===== config.mk =====
export PLATFORM = sky130hd
export DESIGN_NAME = sensor_condition
export DESIGN_NICKNAME = d
export VERILOG_FILES = /design/src/rtl/sensor_condition.sv
export SDC_FILE = /design/constraint.sdc
export NUM_CORES = 1
export LEC_CHECK = 0
export CORE_MARGIN = 4
export CORE_UTILIZATION = 29
export CTS_BUF_LIST = sky130_fd_sc_hd__clkbuf_4 sky130_fd_sc_hd__clkbuf_8
export DETAILED_ROUTE_END_ITERATION = 8
export GPL_TIMING_DRIVEN = 0
export PLACE_DENSITY_LB_ADDON = 0.2
export SLEW_MARGIN = 20
export SYNTH_ARGS = -nofsm -noshare
export SYNTH_HDL_FRONTEND = slang
export SYNTH_SLANG_ARGS = --single-unit

===== constraint.sdc =====
create_clock -name clk -period 17.2 [get_ports clk]
set_clock_uncertainty 0.05 [all_clocks]
set_input_delay 2.58 -clock clk [delete_from_list [all_inputs] [get_ports clk]]
set_output_delay 2.58 -clock clk [all_outputs]
set_load 0.05 [all_outputs]

===== src/rtl/sensor_condition.sv =====
// eBike assist front end: synchronizes pedal cadence, measures it per window, averages
// motor current and crank torque, and produces the registered PID error and not_pedaling.
module sensor_condition #(
    parameter bit FAST_SIM = 1'b0
) (
    input  logic               clk,
    input  logic               rst_n,
    input  logic               cadence_raw,
    input  logic [11:0]        torque,
    input  logic [11:0]        curr,
    input  logic [11:0]        batt,
    input  logic signed [12:0] incline,
    input  logic [2:0]         scale,
    output logic signed [12:0] error,
    output logic               not_pedaling,
    output logic               cadence_rise
);

    localparam logic [11:0] TORQUE_DEADBAND = 12'h380;
    localparam logic [11:0] BATT_MIN        = 12'hA98;
    localparam logic [4:0]  CADENCE_MAX     = 5'd31;

    // ------------------------------------------------------------------
    // Cadence synchronizer: two metastability flops plus an edge flop
    // ------------------------------------------------------------------
    logic sync1;
    logic sync2;
    logic sync3;

    // NOTE: clocked state uses non-blocking (<=) so every flop samples pre-edge values.
    always_ff @(posedge clk or negedge rst_n) begin
        if (!rst_n) begin
            sync1 <= 1'b0;
            sync2 <= 1'b0;
            sync3 <= 1'b0;
        end else begin
            sync1 <= cadence_raw;
            sync2 <= sync1;
            sync3 <= sync2;
        end
    end

    assign cadence_rise = sync2 & ~sync3;

    // ------------------------------------------------------------------
    // Free-running period counter and the window / current-sample ticks
    // ------------------------------------------------------------------
    logic [21:0] period;
    logic        win_tick;
    logic        curr_tick;

    always_ff @(posedge clk or negedge rst_n) begin
        if (!rst_n) begin
            period <= '0;
        end else begin
            period <= period + 22'd1;
        end
    end

    assign win_tick  = FAST_SIM ? (&period[15:0]) : (&period[21:0]);
    assign curr_tick = FAST_SIM ? (&period[9:0])  : (&period[15:0]);

    // ------------------------------------------------------------------
    // Cadence count per window; a rise on the window tick opens the new window
    // ------------------------------------------------------------------
    logic [4:0] cadence_cnt;
    logic [4:0] cadence_vec;

    always_ff @(posedge clk or negedge rst_n) begin
        if (!rst_n) begin
            cadence_cnt <= '0;
            cadence_vec <= '0;
        end else if (win_tick) begin
            cadence_vec <= cadence_cnt;
            cadence_cnt <= {4'd0, cadence_rise};
        end else if (cadence_rise && (cadence_cnt != CADENCE_MAX)) begin
            cadence_cnt <= cadence_cnt + 5'd1;
        end
    end

    assign not_pedaling = (cadence_vec < 5'd2);

    // ------------------------------------------------------------------
    // Exponential averages; steady state is 4x curr and 32x torque, so no overflow
    // ------------------------------------------------------------------
    logic [13:0] curr_acc;
    logic [16:0] torq_acc;
    logic [11:0] avg_curr;
    logic [11:0] avg_torque;

    always_ff @(posedge clk or negedge rst_n) begin
        if (!rst_n) begin
            curr_acc <= '0;
        end else if (curr_tick) begin
            curr_acc <= curr_acc - (curr_acc >> 2) + {2'b00, curr};
        end
    end

    always_ff @(posedge clk or negedge rst_n) begin
        if (!rst_n) begin
            torq_acc <= '0;
        end else if (cadence_rise) begin
            torq_acc <= torq_acc - (torq_acc >> 5) + {5'd0, torque};
        end
    end

    assign avg_curr   = curr_acc[13:2];
    assign avg_torque = torq_acc[16:5];

    // ------------------------------------------------------------------
    // Target current from torque, incline, cadence and assist scale
    // ------------------------------------------------------------------
    logic [11:0]        torque_off;
    logic signed [9:0]  incline_sat;
    logic signed [10:0] incl_sum;
    logic [8:0]         incl_factor;
    logic [5:0]         cad_factor;
    logic [26:0]        prod;
    logic [26:0]        prod_shift;
    logic [11:0]        target_curr;
    logic [14:0]        scaled_full;
    logic [14:0]        scaled_shift;
    logic [11:0]        target_scaled;
    logic signed [12:0] err_next;

    // NOTE: every always_comb output gets a default first, so no path can infer a latch.
    always_comb begin
        torque_off = '0;
        if (avg_torque > TORQUE_DEADBAND) begin
            torque_off = avg_torque - TORQUE_DEADBAND;
        end

        incline_sat = incline[9:0];
        if (incline > 13'sd511) begin
            incline_sat = 10'sd511;
        end else if (incline < -13'sd512) begin
            incline_sat = -10'sd512;
        end

        incl_sum    = {incline_sat[9], incline_sat} + 11'sd256;
        incl_factor = incl_sum[8:0];
        if (incl_sum[10]) begin
            incl_factor = '0;
        end else if (incl_sum > 11'sd511) begin
            incl_factor = 9'd511;
        end

        cad_factor = 6'd0;
        if (cadence_vec > 5'd1) begin
            cad_factor = {1'b0, cadence_vec} + 6'd32;
        end
    end

    // Product is at most 3199*511*63, which fits the 27-bit result without wrapping.
    always_comb begin
        prod         = 27'(torque_off) * 27'(incl_factor) * 27'(cad_factor);
        prod_shift   = prod >> 11;
        target_curr  = (prod_shift > 27'd4095) ? 12'hFFF : prod_shift[11:0];

        scaled_full   = 15'(target_curr) * 15'(scale);
        scaled_shift  = scaled_full >> 2;
        target_scaled = (scaled_shift > 15'd4095) ? 12'hFFF : scaled_shift[11:0];

        err_next = $signed({1'b0, target_scaled} - {1'b0, avg_curr});
    end

    // ------------------------------------------------------------------
    // Registered PID error, forced to zero when idle or on a weak battery
    // ------------------------------------------------------------------
    always_ff @(posedge clk or negedge rst_n) begin
        if (!rst_n) begin
            error <= '0;
        end else if (not_pedaling || (batt < BATT_MIN)) begin
            error <= '0;
        end else begin
            error <= err_next;
        end
    end

endmodule


==> results.md, run 1 <==
* DIE AREA at 50800 sq um
* Critical path depth at 67
* Final instance area at roughly 16000 sq um
* Crit-path slowest cell: or4_4
* Count of flip-flops with a built-in enable after synthesis at 0
* Library cells used by synthesis at just under 70
* Final Hold Fails at 0
* Worst R2R Start: torq_acc[9]$_DFFE_PN0P_
* Status: completed
* Post-DP HPWL at 28.6 mm
* DP Area at 15100 sq um
* First-pass GRT wire length at ~57 mm
* Mean Syn Cell Area at between 8 and 9 sq um
* Worst Reg2Reg Path Length in Cells at 64
* Syn Inst Count at roughly 1700
* H-tree Lvls at 3
* Area delta synth->final at 16.4%
* Slew headroom at 0.568
* GR Util All Layers at 0.138
* Commonest non-fill, non-tap cell in the layout: inv_1
* Most common cell type on the critical path: fa_1
* CTS buffer count at 9
* Final min period at 16.53 ns
* Cell Area, Synth at between 10000 and 15000 sq um
* Crit. Startpoint: incline[11]
* DR pass1 iterations at 4
* Drt via density at approximately 4.7
* Max Cap Viol at 0
* Share of flip-flops with an asynchronous set or reset at 1.00
* Overall routed net length at 34.2 mm
* Routed Antenna Nets at 0
* Root buf cell: clkbuf_8
* Syn Nets at roughly 2000
* Worst Path Arrival at 16.78 ns
* Starting Density at 0.294
* Period utilization at 0.961
* Seq/Total Area, Yosys at 0.144
* Worst-path clk slew at 0.10 ns
* Global placement routability congestion at between 0.8 and 0.9
* Skew-Pair Late Insertion Delay at between 0.4 and 0.5 ns
* Worst hold path class: reg -> reg
* Final setup violation count at 0
* Share of post-route cells with drive strength above 1 at 0.0774
* Prevailing post-synth register cell: dfrtp_1
* I/O pin total at 70
* Die span in x at 225 microns
* Register bit total from synthesis at 79
* Fmax at 60.5 MHz
* # rows at slightly below 80
* Synth warn at 0
* Antenna violations before repair at 1
* Core area at 46700 sq um
* CP Launch Type: input port
* Max Buffers Root-to-Sink at 2
* Vias in the first global route at ~11000
* Crit Path Class: in -> reg
* R2R setup slack at 2.57 ns
* DRC at 0
* Fin nets at between 2000 and 2500
* First DRT Iteration DRCs at about 430
* PortBufs at between 60 and 70
* Most frequent cells in the layout: 332 x inv_1, 188 x nand2_1, 181 x fa_1
* Crit-path max cell delay at between 0.5 and 0.6 ns
* Critical path buffers and inverters at 12
* Slew Viols, Final at 0
* Worst Tran Pin Value at about 0.64 ns
* Crit Reg-Reg Endpoint: error[12]$_DFF_PN0_
* Clock sink count at 79
* Die Height at 225 microns
* Grt ovf at 0
* Routed len/inst at between 10 and 15 microns
* Largest net degree at the start of global routing at 49
* Via count at between 10000 and 15000
* CP endpoint: error[12]$_DFF_PN0_
* Critical-path maximum fanout at 10
* Crit path max-delay family: adder cells
* CTS tree: yes
* CP endpoint kind: flip-flop
* Required @ worst endpoint at about 17 ns
registers in the layout (all words and copies together) (netlist names):
name / count
cadence_cnt: 5
cadence_vec: 5
curr_acc: 14
error: 13
period: 22
sync1: 1
sync2: 1
sync3: 1
torq_acc: 17
cell families (layout without fill, tap and decap cells):
family	Yosys count	in the layout	share of synthesized area
muxes	7	7	0.00584
xor gates and xnor gates	84	84	0.0537
adders and majority gates	320	320	0.393
AOI/OAI and AO/OA	239	239	0.109
and+or+nand+nor	546	546	0.190
other	0	1	0
DFF	79	79	0.144
buffers and inverters	377	481	0.105
layer usage:
| metal | vias up | part of all wire | global-route usage | wire [microns] |
|---|---|---|---|---|
| li1 | 5436 | - | - | - |
| met1 | 5424 | 0.50 | 0.199 | 17300 |
| met2 | 123 | 0.45 | 0.216 | 15500 |
| met3 | 26 | 0.024 | 0.0189 | 830 |
| met4 | 0 | 0.019 | 0.0405 | 646 |
| met5 | - | 0 | 0 | 0 |
Yosys cell counts (all sizes together), types with 8 or more instances:
master  count  area (sq um)
dfrtp      79          1980
nor3       27           135
nand2b     15          93.8
a21o       23           173
clkbuf     39           146
or2        10          62.6
xnor2      56           490
nor2b      16           100
ha        137          1710
fa        183          3660
nor2      119           447
and2       75           469
nand2     188           706
o21ai      83           415
a31oi      13          81.3
a21oi      56           284
xor2       28           245
and3       10          62.6
nand4      17           106
inv       332          1250
nand3      50           250
a21boi      8          60.1
how the worst min path moves through the flow:
stage | from | end | slack [ns] | depth (start not counted)
2_1_floorplan | sync1$_DFF_PN0_ | sync2$_DFF_PN0_ | 0.28 | 0
3_3_place_gp | sync1$_DFF_PN0_ | sync2$_DFF_PN0_ | 0.29 | 0
3_5_place_dp | sync1$_DFF_PN0_ | sync2$_DFF_PN0_ | 0.30 | 0
4_1_cts | sync1$_DFF_PN0_ | sync2$_DFF_PN0_ | 0.32 | 0
5_1_grt | sync1$_DFF_PN0_ | sync2$_DFF_PN0_ | 0.33 | 0
6_report | sync1$_DFF_PN0_ | sync2$_DFF_PN0_ | 0.31 | 0
final cells by class:
cell class | instances | area (sq um)
antenna | 1 | 2.50
buffer | 45 | 235
clock buffer | 10 | 138
clock inverter | 5 | 42.5
fill | 5002 | 30700
inverter | 332 | 1250
multi-input combinational | 1196 | 10700
sequential | 79 | 1980
tap | 607 | 759
timing repair buffer | 89 | 860
repair_timing:
| item | CTS | global route |
|---|---|---|
| hold buffers | 0 | 0 |
| setup endpoints to repair | 12 | 9 |
| setup buffers | 13 | 11 |
| resized for setup | 56 | 57 |
| gates cloned | 1 | 0 |
| pin swaps | 14 | 25 |
stage by stage:
| step | setup WS, ns | hold slack (ns) | util | instances | setup TNS [ns] |
|---|---|---|---|---|---|
| 6_report | 0.671 | 0.315 | 0.342 | 2364 | 0 |
| 4_1_cts | 0.0214 | 0.317 | 0.335 | 2352 | 0 |
| 3_5_place_dp | -2.45 | 0.298 | 0.324 | 2323 | -19.61 |
| 5_1_grt | -0.0593 | 0.331 | 0.342 | 2364 | -0.0593 |
| 2_1_floorplan | 0.459 | 0.281 | - | 1652 | 0 |
| 3_3_place_gp | -2.35 | 0.287 | 0.323 | 2322 | -18.40 |
Power of run 1 is left out: the tool's default activity adds up to more than one toggle a clock period on the data nets, which glitch-free logic cannot reach.
==> inputs of run 2 (changes only) <==
Settings changed: CTS_CLUSTER_DIAMETER set to 40, CTS_CLUSTER_SIZE set to 14.
==> results of run 2 <==
No change in the layout: final DEF, timing and power equal those of run 1.
Power of run 2 is left out for the same reason.
==> inputs of run 3 (changes only) <==
Settings changed: CORE_UTILIZATION 29 to 30.
Clock period 17.2 ns to 18.41 ns, I/O delays scaled along.
==> results.md, run 3 (synthesized netlist as in run 1, its figures left out) <==
* Status: completed
* Worst Path Arrival at between 15 and 20 ns
* Slew headroom at 0.602
* Crit-path slowest cell: or4_1
* Global placement routability congestion at about 0.85
* Vias in the first global route at between 10000 and 15000
* Fin nets at approximately 2100
* Post-DP HPWL at 28.6 mm
* CTS tree: yes
* I/O pin total at 70
* Worst hold path class: reg -> reg
* Largest net degree at the start of global routing at slightly above 40
* Commonest non-fill, non-tap cell in the layout: inv_1
* Core area at roughly 45000 sq um
* DRC at 0
* CTS buffer count at 9
* Drt via density at ~4.6
* DR pass1 iterations at 5
* Hold buffers post-CTS at 0
* Worst Tran Pin Value at between 0.5 and 0.6 ns
* Routed len/inst at 14.5 microns
* Top reg by flops: period
* Root buf cell: clkbuf_8
* Area delta synth->final at 14.3%
* Die Height at 222 microns
* GR Util All Layers at 0.139
* Starting Density at 0.303
* First DRT Iteration DRCs at around 530
* Routed Antenna Nets at 0
* CP endpoint kind: flip-flop
* Fillers at slightly below 5000
* Fmax at 57.2 MHz
* Top flop regs: period x22, torq_acc x17, curr_acc x14
* DIE AREA at around 50000 sq um
* Grt ovf at 0
* Most common cell type on the critical path: fa_1
* Post-Route Setup TNS at 0 ns
* Max Buffers Root-to-Sink at 2
* Skew-Pair Late Insertion Delay at around 0.4 ns
* Final min period at 17.47 ns
* Final Hold Fails at 0
* Most frequent cells in the layout: 332 x inv_1, 188 x nand2_1, 183 x fa_1
* Crit Path Class: in -> reg
* Period utilization at 0.949
* Worst-path clk slew at 0.10 ns
* Overall routed net length at between 30 and 40 mm
* Share of post-route cells with drive strength above 1 at 0.0546
* # rows at 78
* First-pass GRT wire length at 56.8 mm
* Max Cap Viol at 0
* CP Launch Type: input port
* Critical-path maximum fanout at 10
* Slew Viols, Final at 0
* Final setup violation count at 0
* PortBufs at 63
* Antenna violations before repair at 1
* Clock sink count at slightly below 80
* Via count at 10900
* Die span in x at 222 microns
* Required @ worst endpoint at about 19 ns
* Max FFs per register at 22
* H-tree Lvls at 3
* Crit-path max cell delay at just over 0.6 ns
run 3: cell types whose count changed in the layout (fill, tap and decap cells not counted), moves of 4 or more:
cell	change
ha_4	-4
and2_4	-4
buf_4	-15
and2_1	+4
ha_1	+4
o21ai_0	+6
run 3: layout make-up:
cell class,instances,area [sq um],share of cell area
antenna,1,2.50,0.000160
buffer,45,221,0.0141
clock buffer,9,124,0.00791
clock inverter,7,109,0.00695
inverter,332,1250,0.0796
multi-input combinational,1196,10500,0.671
sequential,79,1980,0.126
tap,600,751,0.0479
timing repair buffer,73,723,0.0462
run 3: routing by layer:
layer  vias to the layer above  part of all wire  track usage  routed length, microns
met4                         0             0.017       0.0308                     572
met1                      5310              0.50        0.201                   16900
met2                       121              0.46        0.221                   15600
met5                         -                 0            0                       0
met3                        24             0.030       0.0212                    1030
li1                       5400                 -            -                       -
run 3: critical path: cells and delay by family:
kind            cells  cell delay [ns]
compound gates     30             5.82
buf+inv            11             1.19
fa+ha+maj          12             5.51
simple gates        9             1.65
mux                 1             0.36
xor+xnor            2             0.39
run 3: repair_timing:
item,4_1_cts,5_1_grt
gates resized for setup,15,58
setup endpoints to repair,7,9
setup buffers,2,7
pin swaps,1,11
gates cloned,0,0
run 3: per-stage QoR:
step | setup slack [ns] | util | cells | cell area (sq um) | hold WS (ns)
3_5_place_dp | -1.27 | 0.333 | 2316 | 15100 | 0.293
2_1_floorplan | 1.49 | - | 1652 | 13700 | 0.281
3_3_place_gp | -1.26 | 0.333 | 2315 | 15100 | 0.285
6_report | 0.937 | 0.346 | 2342 | 15700 | 0.308
4_1_cts | 0.0410 | 0.340 | 2334 | 15400 | 0.313
5_1_grt | -0.0507 | 0.346 | 2342 | 15700 | 0.332
run 3: final timing paths:
path                                         startpoint                        to  slack (ns)  cells after the start
worst max-delay path                        incline[11]       error[12]$_DFF_PN0_        0.94                     65
worst max register to register  torq_acc[9]$_DFFE_PN0P_       error[12]$_DFF_PN0_        3.32                     63
max in group asynchronous                         rst_n  torq_acc[13]$_DFFE_PN0P_       15.36                      2
min in group asynchronous                         rst_n   curr_acc[0]$_DFFE_PN0P_        2.29                      1
worst min-delay path                    sync1$_DFF_PN0_           sync2$_DFF_PN0_        0.31                      0
worst min register to register          sync1$_DFF_PN0_           sync2$_DFF_PN0_        0.31                      0
Power of run 3 is left out for the same reason.
